==> src/rtl/bram_fifo_ctrl_if.sv <==
// Stream bundle between a producer/consumer and the BRAM FIFO controller.
//
// Handshake: a transfer happens on a rising clk edge where vld and rdy are
// both high. The sender holds vld high and its data stable until that
// edge, and never waits for rdy before raising vld. The receiver may drive
// rdy independently of vld.
//
// Signals:
//   wr_vld / wr_dat / wr_rdy : write stream into the FIFO
//   rd_vld / rd_dat / rd_rdy : first-word-fall-through stream out of the FIFO
// Modports:
//   master : the side that feeds writes and accepts reads (the user)
//   slave  : the FIFO controller itself
interface bram_fifo_ctrl_if #(
  parameter int DAT = 9
);
  logic           wr_vld;
  logic [DAT-1:0] wr_dat;
  logic           wr_rdy;
  logic           rd_vld;
  logic [DAT-1:0] rd_dat;
  logic           rd_rdy;

  modport master (
    output wr_vld, wr_dat, rd_rdy,
    input  wr_rdy, rd_vld, rd_dat
  );

  modport slave (
    input  wr_vld, wr_dat, rd_rdy,
    output wr_rdy, rd_vld, rd_dat
  );
endinterface

==> src/rtl/bram_fifo_ctrl.sv <==
// Single-clock FIFO controller driving an external dual-port block RAM.
// Port A writes, port B reads. Reads are tracked through a RAM latency of
// DEL cycles (1 or 2) and land in a small registered output buffer that
// presents a first-word-fall-through stream.
//
// Ports:
//   clk, rst  : clock, asynchronous active-high reset
//   flush     : synchronous clear of all contents (beats writes and reads)
//   s         : stream bundle (slave modport): wr_vld/wr_dat/wr_rdy in,
//               rd_vld/rd_dat/rd_rdy out
//   level     : registered count of words held (RAM + in flight + buffer)
//   ram_adra, ram_wena, ram_rena, ram_wdaa : RAM port A (write)
//   ram_wenb (tied 0), ram_adrb, ram_renb, ram_rdab : RAM port B (read)
module bram_fifo_ctrl #(
  parameter int ADR = 8,
  parameter int DAT = 9,
  parameter int DEP = 256,
  parameter int DEL = 1
) (
  input  logic            clk,
  input  logic            rst,
  input  logic            flush,
  bram_fifo_ctrl_if.slave s,
  output logic [ADR:0]    level,
  output logic [ADR-1:0]  ram_adra,
  output logic            ram_wena,
  output logic            ram_rena,
  output logic [DAT-1:0]  ram_wdaa,
  output logic            ram_wenb,
  output logic [ADR-1:0]  ram_adrb,
  output logic            ram_renb,
  input  logic [DAT-1:0]  ram_rdab
);

  localparam int OBN = DEL + 1;             // output buffer entries
  localparam int OBW = $clog2(OBN + 1);     // width of an entry count
  localparam int IW  = $clog2(OBN);         // width of a buffer index
  localparam int BW  = OBW + 1;             // in flight + buffered sum
  localparam int CW  = ADR + 1;             // ram_cnt / level width

  logic [ADR-1:0] wptr, wptr_nxt;
  logic [ADR-1:0] rptr, rptr_nxt;
  logic [CW-1:0]  ram_cnt, ram_cnt_nxt;
  logic [DEL-1:0] infl, infl_nxt;
  logic [OBW-1:0] infl_cnt;
  logic [DAT-1:0] ob_mem [OBN];
  logic [IW-1:0]  ob_head, ob_head_nxt;
  logic [IW-1:0]  ob_tail, ob_tail_nxt;
  logic [OBW-1:0] ob_cnt, ob_cnt_nxt;
  logic [CW-1:0]  level_nxt;
  logic [BW-1:0]  busy;
  logic           wr_acc, rd_iss, push, pop;

  function automatic logic [ADR-1:0] wrap_adr(input logic [ADR-1:0] p);
    return (p == ADR'(DEP - 1)) ? '0 : p + 1'b1;
  endfunction

  function automatic logic [IW-1:0] wrap_ob(input logic [IW-1:0] p);
    return (p == IW'(OBN - 1)) ? '0 : p + 1'b1;
  endfunction

  function automatic logic [OBW-1:0] ones(input logic [DEL-1:0] v);
    logic [OBW-1:0] n;
    n = '0;
    for (int i = 0; i < DEL; i++) n = n + OBW'(v[i]);
    return n;
  endfunction

  // wr_rdy looks only at registered ram_cnt, so a read issued while full
  // frees space one cycle later. Forced low while rst is held.
  assign s.wr_rdy = !rst && (ram_cnt < CW'(DEP));
  assign s.rd_vld = (ob_cnt != '0);
  assign s.rd_dat = ob_mem[ob_head];

  assign infl_cnt = ones(infl);

  assign ram_adra = wptr;
  assign ram_wdaa = s.wr_dat;
  assign ram_wena = wr_acc;
  assign ram_rena = wr_acc;
  assign ram_wenb = 1'b0;
  assign ram_adrb = rptr;
  assign ram_renb = rd_iss;

  always_comb begin
    wr_acc = s.wr_vld && s.wr_rdy && !flush;
    pop    = s.rd_vld && s.rd_rdy && !flush;
    // The tail of the in-flight pipe marks ram_rdab valid this cycle.
    push   = infl[DEL-1] && !flush;

    // Read credit: in-flight words plus buffered words must leave room in
    // the DEL+1 entry buffer. A word leaving the buffer this cycle frees
    // its slot, which is what lets the stream run at one word per cycle.
    busy   = BW'(infl_cnt) + BW'(ob_cnt) - BW'(s.rd_vld && s.rd_rdy);
    rd_iss = !flush && (ram_cnt != '0) && (busy < BW'(OBN));

    wptr_nxt    = wr_acc ? wrap_adr(wptr) : wptr;
    rptr_nxt    = rd_iss ? wrap_adr(rptr) : rptr;
    ram_cnt_nxt = ram_cnt;
    case ({wr_acc, rd_iss})
      2'b10:   ram_cnt_nxt = ram_cnt + 1'b1;
      2'b01:   ram_cnt_nxt = ram_cnt - 1'b1;
      default: ram_cnt_nxt = ram_cnt;
    endcase
    infl_nxt    = (infl << 1) | DEL'(rd_iss);
    ob_tail_nxt = push ? wrap_ob(ob_tail) : ob_tail;
    ob_head_nxt = pop ? wrap_ob(ob_head) : ob_head;
    ob_cnt_nxt  = ob_cnt + OBW'(push) - OBW'(pop);

    // Clearing the in-flight pipe is what discards late RAM returns.
    if (flush) begin
      wptr_nxt    = '0;
      rptr_nxt    = '0;
      ram_cnt_nxt = '0;
      infl_nxt    = '0;
      ob_tail_nxt = '0;
      ob_head_nxt = '0;
      ob_cnt_nxt  = '0;
    end

    level_nxt = ram_cnt_nxt + CW'(ones(infl_nxt)) + CW'(ob_cnt_nxt);
  end

  always_ff @(posedge clk or posedge rst) begin
    if (rst) begin
      wptr    <= '0;
      rptr    <= '0;
      ram_cnt <= '0;
      infl    <= '0;
      ob_head <= '0;
      ob_tail <= '0;
      ob_cnt  <= '0;
      level   <= '0;
    end else begin
      wptr    <= wptr_nxt;
      rptr    <= rptr_nxt;
      ram_cnt <= ram_cnt_nxt;
      infl    <= infl_nxt;
      ob_head <= ob_head_nxt;
      ob_tail <= ob_tail_nxt;
      ob_cnt  <= ob_cnt_nxt;
      level   <= level_nxt;
    end
  end

  // Buffer storage needs no reset; ob_cnt alone decides what is valid.
  always_ff @(posedge clk) begin
    if (push) ob_mem[ob_tail] <= ram_rdab;
  end

endmodule

==> src/flat_wrapper.sv <==
// flat-port wrapper written by rule: the top's interface ports become plain ports
module bram_fifo_ctrl_flat 
#(
  parameter int ADR = 8,
  parameter int DAT = 9,
  parameter int DEP = 256,
  parameter int DEL = 1
)
  (clk, rst, flush, level, ram_adra, ram_wena, ram_rena, ram_wdaa, ram_wenb, ram_adrb, ram_renb, ram_rdab, s_wr_vld, s_wr_dat, s_rd_rdy, s_wr_rdy, s_rd_vld, s_rd_dat);
  bram_fifo_ctrl_if #(.DAT(DAT)) s_i ();
  input  logic clk;
  input  logic rst;
  input  logic flush;
  output logic [ADR:0] level;
  output logic [ADR-1:0] ram_adra;
  output logic ram_wena;
  output logic ram_rena;
  output logic [DAT-1:0] ram_wdaa;
  output logic ram_wenb;
  output logic [ADR-1:0] ram_adrb;
  output logic ram_renb;
  input  logic [DAT-1:0] ram_rdab;
  input wire logic [$bits(s_i.wr_vld)-1:0] s_wr_vld;
  input wire logic [$bits(s_i.wr_dat)-1:0] s_wr_dat;
  input wire logic [$bits(s_i.rd_rdy)-1:0] s_rd_rdy;
  output wire logic [$bits(s_i.wr_rdy)-1:0] s_wr_rdy;
  output wire logic [$bits(s_i.rd_vld)-1:0] s_rd_vld;
  output wire logic [$bits(s_i.rd_dat)-1:0] s_rd_dat;
  assign s_i.wr_vld = s_wr_vld;
  assign s_i.wr_dat = s_wr_dat;
  assign s_i.rd_rdy = s_rd_rdy;
  assign s_wr_rdy = s_i.wr_rdy;
  assign s_rd_vld = s_i.rd_vld;
  assign s_rd_dat = s_i.rd_dat;
  bram_fifo_ctrl #(.ADR(ADR), .DAT(DAT), .DEP(DEP), .DEL(DEL)) u_core (.clk(clk), .rst(rst), .flush(flush), .s(s_i), .level(level), .ram_adra(ram_adra), .ram_wena(ram_wena), .ram_rena(ram_rena), .ram_wdaa(ram_wdaa), .ram_wenb(ram_wenb), .ram_adrb(ram_adrb), .ram_renb(ram_renb), .ram_rdab(ram_rdab));
endmodule
==> config.mk <==
export PLATFORM = sky130hd
export DESIGN_NAME = bram_fifo_ctrl_flat
export DESIGN_NICKNAME = d
export VERILOG_FILES = /design/src/rtl/bram_fifo_ctrl_if.sv /design/src/rtl/bram_fifo_ctrl.sv /design/src/flat_wrapper.sv
export SDC_FILE = /design/constraint.sdc
export NUM_CORES = 1
export LEC_CHECK = 0
export ABC_AREA = 1
export CAP_MARGIN = 20
export CORE_UTILIZATION = 46
export DETAILED_ROUTE_END_ITERATION = 16
export PLACE_DENSITY_LB_ADDON = 0.08
export SLEW_MARGIN = 20
export SYNTH_ARGS = -nofsm -noshare
export SYNTH_HDL_FRONTEND = slang
export SYNTH_SLANG_ARGS = --single-unit
==> constraint.sdc <==
create_clock -name clk -period 4.25 [get_ports clk]
set_input_delay 1.275 -clock clk [delete_from_list [all_inputs] [get_ports clk]]
set_output_delay 1.275 -clock clk [all_outputs]
set_load 0.02 [all_outputs]
==> results of run 1 <==
cell type report:
class	count	share of cell area (%)
multi-input combinational	231	34.60
inverter	63	5.559
sequential	57	33.52
clock buffer	9	2.738
tap	96	2.655
timing repair buffer	93	18.53
clock inverter	7	2.406
kinds of logic after synthesis:
| logic type | after synthesis | share of synthesized area (%) |
|---|---|---|
| buffers and inverters | 78 | 10.17 |
| AND/OR/NAND/NOR | 161 | 25.30 |
| multiplexers | 9 | 3.041 |
| other | 1 | 0.1125 |
| adder cells (fa/ha/maj) | 18 | 7.658 |
| flip-flops | 57 | 45.50 |
| AO/OA/AOI/OAI | 31 | 5.105 |
| XOR/XNOR | 11 | 3.116 |
flip-flops by register name, summed over array words and instances, names as in the netlist:
name,cells
u_core.ob_head,1
u_core.level,9
u_core.infl,1
u_core.ram_cnt,9
u_core.ram_adrb,8
u_core.ob_mem,18
u_core.ob_cnt,2
u_core.ram_adra,8
u_core.ob_tail,1
power breakdown:
group	switching [W]	leakage [nW]	internal, W
sequential	0.0000753	0.687	0.000686
clock	0.000218	0.120	0.000384
combinational	0.000968	1.32	0.000786
total	0.00126	2.13	0.00186
routing by layer:
metal  share of wire [%]  up-vias  wire length [µm]
met1                  46     1245              3155
met4                 1.7        0               115
li1                    -     1339                 -
met2                  47       60              3246
met5                   0        -                 0
met3                 4.7       13               320
per-stage QoR:
step | cell area (µm²) | util, % | std cells | setup TNS (ns) | worst slack, ns
finish | 4524 | 65.51 | 556 | -0.4776 | -0.1341
global route | 4524 | 65.51 | 556 | -0.9854 | -0.2154
CTS | 4461 | 64.58 | 551 | -0.5488 | -0.1689
detailed placement | 4174 | 60.43 | 530 | -11.56 | -1.130
global placement | 4174 | 60.43 | 530 | -10.74 | -1.028
floorplan | 3407 | - | 366 | -3.200 | -0.6867
worst paths after layout:
kind | from | to | slack [ns] | cells past startpoint
setup / recovery | s_rd_rdy | u_core.level[6] | -0.13 | 22
hold / removal | u_core.ram_adra[6] | u_core.ram_adra[6] | 0.52 | 1
setup reg to reg | u_core.ob_cnt[0] | u_core.level[6] | 0.27 | 23
hold reg to reg | u_core.ram_adra[6] | u_core.ram_adra[6] | 0.52 | 1
max in group asynchronous | rst | u_core.infl | 2.43 | 3
min in group asynchronous | rst | u_core.level[1] | 1.26 | 2
worst max-delay path, delay by kind of cell:
family,cells,cell delay (ns)
buf+inv,6,0.39
simple gates,10,1.15
xor+xnor,1,0.14
fa+ha+maj,5,1.67
placed cells by master (no fill, tap or decap), types with 3 or more instances in the layout:
cell,Yosys,layout
nand2_1,62,61
o22ai_1,4,4
clkinv_2,0,3
clkbuf_8,0,9
buf_4,11,40
o21ai_0,9,9
nand2_2,4,4
xnor2_1,3,3
nand3_2,5,5
nor2_1,41,39
nand2_4,4,4
nand3_1,19,19
a21oi_1,14,13
fa_2,0,3
inv_2,5,7
nor3_1,4,3
inv_1,57,52
xor2_1,7,7
mux2_2,9,9
ha_1,14,11
edfxtp_1,18,18
nor2_2,4,5
nand3b_1,3,3
clkdlybuf4s50_1,0,50
ha_4,0,3
dfrtp_1,39,39
bufinv_16,0,3
repair_timing:
action | CTS | global route
hold buffers | 0 | 0
setup buffers | 5 | 6
resized for setup | 17 | 7
pin swaps | 9 | 8
endpoints found under the setup margin | 13 | 7
==> metrics.md, run 1 <==
| Metric | Value |
|---|---|
| Outcome | finished, violations left |
| Violated checks | negative setup slack |
| Routability congestion estimate from global placement | 0.7909 |
| CP startpoint kind | input pin |
| Share of cells above drive strength 1 | 26.09% |
| Worst IR drop on VDD | 361.4 µV |
| Row count | 30 |
| Starting Density | 48.26% |
| Met2 Use GR | 32.78% |
| Flip-flop and latch area | 0.001516 mm² |
| Synth top area share | 29.28% |
| WL/cell | 12.30 µm |
| Top Ports | 72 |
| H-tree depth | 3 |
| Largest stage delay, worst path | 0.52 ns |
| CP Class | in -> reg |
| LEAKAGE | 2.128 nW |
| Core area | slightly below 0.007 mm² |
| Initial antenna violation count | 0 |
| Met3 Use GR | 5.403% |
| First-pass GRT wire length | ~11000 µm |
| DRC violations left | 0 |
| Register bit total from synthesis | 57 |
| Synth warn | 0 |
| Post-Syn Area | around 0.0033 mm² |
| Top cells by area, synth | dfrtp_1 29%, edfxtp_1 16%, nand2_1 7.0% |
| Largest net degree at the start of global routing | 17 |
| Most used DFF post-synth | dfrtp_1 |
| CTS root buf | clkbuf_8 |
| Pwr Density | 688.9 mW/mm² |
| Fraction of registers with async set/reset | between 60% and 70% |
| RSZ-0062 raised after global routing | true |
| Critical path fanouts, max | 3 |
| Num CTS Buffers | 9 |
| Ordered list of cells on the worst path | buf_8 > nand2_8 > inv_6 > ha_4 > or2_4 > fa_2 > and3_4 > nand3_4 > clkinv_4 > ha_4 > inv_4 > nor2_2 > nor3_2 > inv_1 > fa_2 > fa_2 > inv_2 > nand4_4 > nor2_8 > nand2_4 > nor2_8 > xor2_2 |
| Synthesized instance count | 366 |
| Layout fillers | between 600 and 700 |
| Most Crowded Layer GR | met2 |
| CTS sink count | 57 |
| # diodes | 0 |
| Total nets after synthesis | 407 |
| Critical Path AT | 4.65 ns |
| Final hold violations | 0 |
| Endpoints failing setup | 6 |
| Final worst slack | -0.1341 ns |
| Syn-to-layout area delta | 35.74% |
| Slowest stage cell, crit path | fa_2 |
| Nets | 496 |
| Slew Viols, Final | 0 |
| Fin Hold WS | 0.5158 ns |
| Setup Skew | 0.004738 ns |
| Port Buffer Count | 52 |
| Clk slew on worst S/H paths | 0.06 ns |
| Clk Latency, worst-skew pair | 0.34 ns |
| Crit. End Element | flip-flop |
| Worst-case clock buffer depth | 2 |
| Period utilisation layout | 103.2% |
| Crit path time final | between 4 and 5 ns |
| Achievable frequency | 228.1 MHz |
| Worst path required time | about 4.5 ns |
| Vias in the first global route | roughly 2500 |
| Hpwl dp | roughly 5100 µm |
| Initial DRC count | 93 |
| Total Power | 0.003117 W |
| Die width | around 87 µm |
| Syn Area/Cell | around 9.1 µm² |
| Synth top cells by count | 62 x nand2_1, 57 x inv_1, 41 x nor2_1 |
| Met1 Use GR | roughly a quarter |
| Critical Path Most Common Cell | fa_2 |
| DR vias | 2657 |
| HP Class | reg -> reg |
| Count leader, synth | nand2_1 |
| Yosys top cell by area | dfrtp_1 |
| Die area | roughly 0.0076 mm² |
| Vias/cell | 4.779 |
| DRT Pass-1 Iters | 4 |
| GRT Total Usage | 19.78% |
| WL final | approximately 7000 µm |
| Number of synthesized flops with an enable pin | 18 |
| Routed Antenna Nets | 0 |
| CTS tree | done |
| Area of the multi-input gates | 0.001565 mm² |
| Chip Height | 87.13 µm |
| Max-Cap Viols | 0 |
| Sequential area share after synthesis | 45.50% |
| Total gr overflow | 0 |
| Cell variety after synth | 41 |
(Power assumes the default switching activity.)
==> run 2, diff against run 1 <==
- ABC_AREA: 1 -> unset
- CORE_UTILIZATION: 46 -> 45
- TNS_END_PERCENT: unset -> 1
==> metrics.md, run 2 <==
| Metric | Value |
|---|---|
| Total Power | 0.002845 W (-8.7%) |
| Max-Cap Viols | 0 (unchanged) |
| Final worst slack | 0.02170 ns (+0.1558 ns) |
| Die area | 0.007294 mm² (-3.9%) |
| Slowest stage cell, crit path | fa_2 |
| Critical path fanouts, max | 2 (-1) |
| Post-synthesis mux area share | 5.036% (+2.0 points) |
| Outcome | finished clean |
| Setup Skew | 0.008972 ns (+0.004233 ns) |
| Gate power share | 56.7% (+0.4 points) |
| CP Class | in -> reg |
| Reg-to-reg slack, setup | 0.26 ns (about the same) |
| Post-Syn Area | 0.003131 mm² (-6.1%) |
| CTS root buf | clkbuf_8 |
| Register with the most flip-flops | u_core.ob_mem |
| Sequential share of power | 26.6% (+2.2 points) |
| Largest stage delay, worst path | 0.53 ns (about the same) |
| Row count | 30 (unchanged) |
| Largest net degree at the start of global routing | 40 (+23) |
| LEAKAGE | 1.866 nW (-12%) |
| Share of cells above drive strength 1 | 28.20% (+2.1 points) |
| Fin Hold WS | 0.5150 ns (-0.0008120 ns) |
| Count leader, synth | dfrtp_1 |
| Sequential area share after synthesis | 48.44% (+2.9 points) |
| Largest regs | u_core.ob_mem (18), u_core.level (9), u_core.ram_cnt (9) |
| Most common cell after layout, fill and taps aside | clkdlybuf4s50_1 |
| DR vias | 2413 (-9.2%) |
| Port Buffer Count | 52 (unchanged) |
| Critical Path Most Common Cell | fa_2 |
| CTS sink count | 57 (unchanged) |
| Clk slew on worst S/H paths | 0.06 ns (about the same) |
| Top Ports | 72 (unchanged) |
| Crit. End Element | flip-flop |
| DRT Pass-1 Iters | 4 (unchanged) |
| Worst path required time | 4.47 ns (-0.04 ns) |
| XOR/XNOR Fraction of Synth Area | 5.036% (+1.9 points) |
| Post-synthesis adder-cell area fraction | 8.153% (+0.50 points) |
| Slew @ Worst Pin | 0.5145 ns |
| WL final | 6679 µm (-2.3%) |
| Syn-to-layout area delta | 37.25% |
| Hpwl dp | 4825 µm (-5.4%) |
| Most frequent cells in the layout | 50 x clkdlybuf4s50_1, 42 x buf_4, 39 x dfrtp_1 |
| Clk pwr share | 16.7% (-2.6 points) |
| DRC violations left | 0 (unchanged) |
| Core area | 0.006756 mm² (-2.2%) |
| Total gr overflow | 0 (unchanged) |
| Placed Cells | 440 (-17%) |
| WL/cell | 14.43 µm (+17%) |
| # diodes | 0 (unchanged) |
| Pre-CTS setup slack | -0.7413 ns (+0.3890 ns) |
| Yosys top cell by area | dfrtp_1 |
| Synth Area in Compound Gates | 9.992% (+4.9 points) |
| Starting Density | 46.33% (-1.9 points) |
| Simple-Gate Fraction of Synth Area | 16.51% (-8.8 points) |
| Slew headroom | 65.54% |
| P_int | 0.001750 W (-5.7%) |
| Slew Viols, Final | 0 (unchanged) |
| Worst IR drop on VDD | 468.5 µV (+30%) |
| Num CTS Buffers | 9 (unchanged) |
| HP Class | reg -> reg |
| Period utilisation layout | 99.49% (-3.7 points) |
| Setup TNS | 0 ns (+0.4776 ns) |
| Pwr Density | 662.2 mW/mm² (-3.9%) |
| Ordered list of cells on the worst path | buf_6 > nand2_4 > inv_2 > ha_4 > nand2b_4 > fa_2 > nand4b_1 > inv_2 > ha_4 > xnor2_2 > nand2b_1 > fa_2 > fa_2 > nor2_4 > and3_4 > nand4_1 > xnor2_1 |
| Number of synthesized flops with an enable pin | 18 (unchanged) |
| Main combinational cell family by area after synthesis | simple AND/OR/NAND/NOR gates |
| Fraction of registers with async set/reset | 68.42% (unchanged) |
| Top cells by area, synth | dfrtp_1 31%, edfxtp_1 17%, ha_1 5.6% |
| Achievable frequency | 236.5 MHz (+3.7%) |
| Synth top cells by count | 39 x dfrtp_1, 24 x nor2_1, 20 x inv_1, 20 x nand2_1, 18 x edfxtp_1 |
| Vias/cell | 5.212 (+9.1%) |
| Chip Height | 85.41 µm (-2.0%) |
| Crit path time final | 4.228 ns (-0.1558 ns) |
| Synth top area share | 31.18% (+1.9 points) |
| Final hold violations | 0 (unchanged) |
| Fin cells | 463 (-17%) |
| Register bit total from synthesis | 57 (unchanged) |
| Sw Pwr | 0.001096 W (-13%) |
| Synth warn | 0 (unchanged) |
| Max reg flops | 18 (unchanged) |
| GRT Total Usage | 19.81% (+0.025 points) |
| Routability congestion estimate from global placement | 0.8903 (+13%) |
| Initial DRC count | 72 (-23%) |
| Syn Area/Cell | 10.76 µm² (+18%) |
| H-tree depth | 3 (unchanged) |
| RSZ-0062 raised after global routing | true |
| Endpoints failing setup | 0 (-6) |
| Cell variety after synth | 55 (+34%) |
| Initial antenna violation count | 0 (unchanged) |
| Die width | 85.41 µm (-2.0%) |
| Synthesized instance count | 291 (-20%) |
| Switching Fraction | 38.51% (-2.0 points) |
| CTS tree | done |
| Clk Latency, worst-skew pair | 0.34 ns (about the same) |
| Worst-case clock buffer depth | 2 (unchanged) |
| Total nets after synthesis | 332 (-18%) |
| Critical Path AT | 4.45 ns (-0.20 ns) |
| Vias in the first global route | 2394 (-4.7%) |
| Nets | 419 (-16%) |
| Routed Antenna Nets | 0 (unchanged) |
| CP startpoint kind | input pin |
| Most used DFF post-synth | dfrtp_1 |
| First-pass GRT wire length | 11000 µm (-2.0%) |
[run 2: final cells by class]
class | count | area [µm²]
multi-input combinational | 196 | 1577
clock inverter | 6 | 58.81
fill | 572 | 2460
sequential | 57 | 1516
timing repair buffer | 94 | 842.1
inverter | 20 | 75.07
tap | 80 | 100.1
clock buffer | 10 | 127.6
[run 2: what timing repair did]
item | CTS | global route
gates resized for setup | 27 | 15
pin swaps | 16 | 15
endpoints found under the setup margin | 13 | 7
gates cloned | 0 | 0
hold buffers | 0 | 0
setup buffers | 4 | 4
[run 2: per-layer routing]
metal,GRT usage (%),vias to the layer above,part of all wire [%]
li1,-,1183,-
met1,23.21,1179,43
met2,34.76,44,52
met3,3.502,7,4.1
met4,10.15,0,1.6
met5,0,-,0
[run 2: worst max-delay path: cells and delay by family]
kind          cells  cell delay [ns]
xor+xnor          2             0.30
fa+ha+maj         5             1.76
buf+inv           3             0.25
simple gates      7             0.86
[run 2: power by group through the flow]
stage / combinational (W) / clock [W] / sequential, W
global placement: 0.00134 / 0 / 0.000754
finish: 0.00161 / 0.000475 / 0.000757
detailed placement: 0.00136 / 0 / 0.000756
global route: 0.00177 / 0.000516 / 0.000769
CTS: 0.00150 / 0.000490 / 0.000753
floorplan: 0.000831 / 0 / 0.000783
[run 2: cell families after synthesis]
family | count (synthesis)
other | 1
multiplexers | 14
adder cells (fa/ha/maj) | 18
AND/OR/NAND/NOR | 98
flip-flops | 57
buffers and inverters | 38
AO/OA/AOI/OAI | 47
XOR/XNOR | 18
[run 2: final timing paths]
path / from / end / cells after the start
worst max-delay path: s_rd_rdy / u_core.level[8] / 17
worst min-delay path: u_core.ram_adra[7] / u_core.ram_adra[7] / 1
worst max register to register: u_core.ob_cnt[0] / u_core.level[8] / 17
worst min register to register: u_core.ram_adra[7] / u_core.ram_adra[7] / 1
max in group asynchronous: rst / u_core.ob_head / 3
min in group asynchronous: rst / u_core.level[7] / 3
[run 2: per-stage QoR]
step           area [µm²]  util [%]
6_report             4297     63.59
5_1_grt              4297     63.59
4_1_cts              4197     62.11
3_5_place_dp         3896     57.67
3_3_place_gp         3896     57.67
2_1_floorplan        3148         -
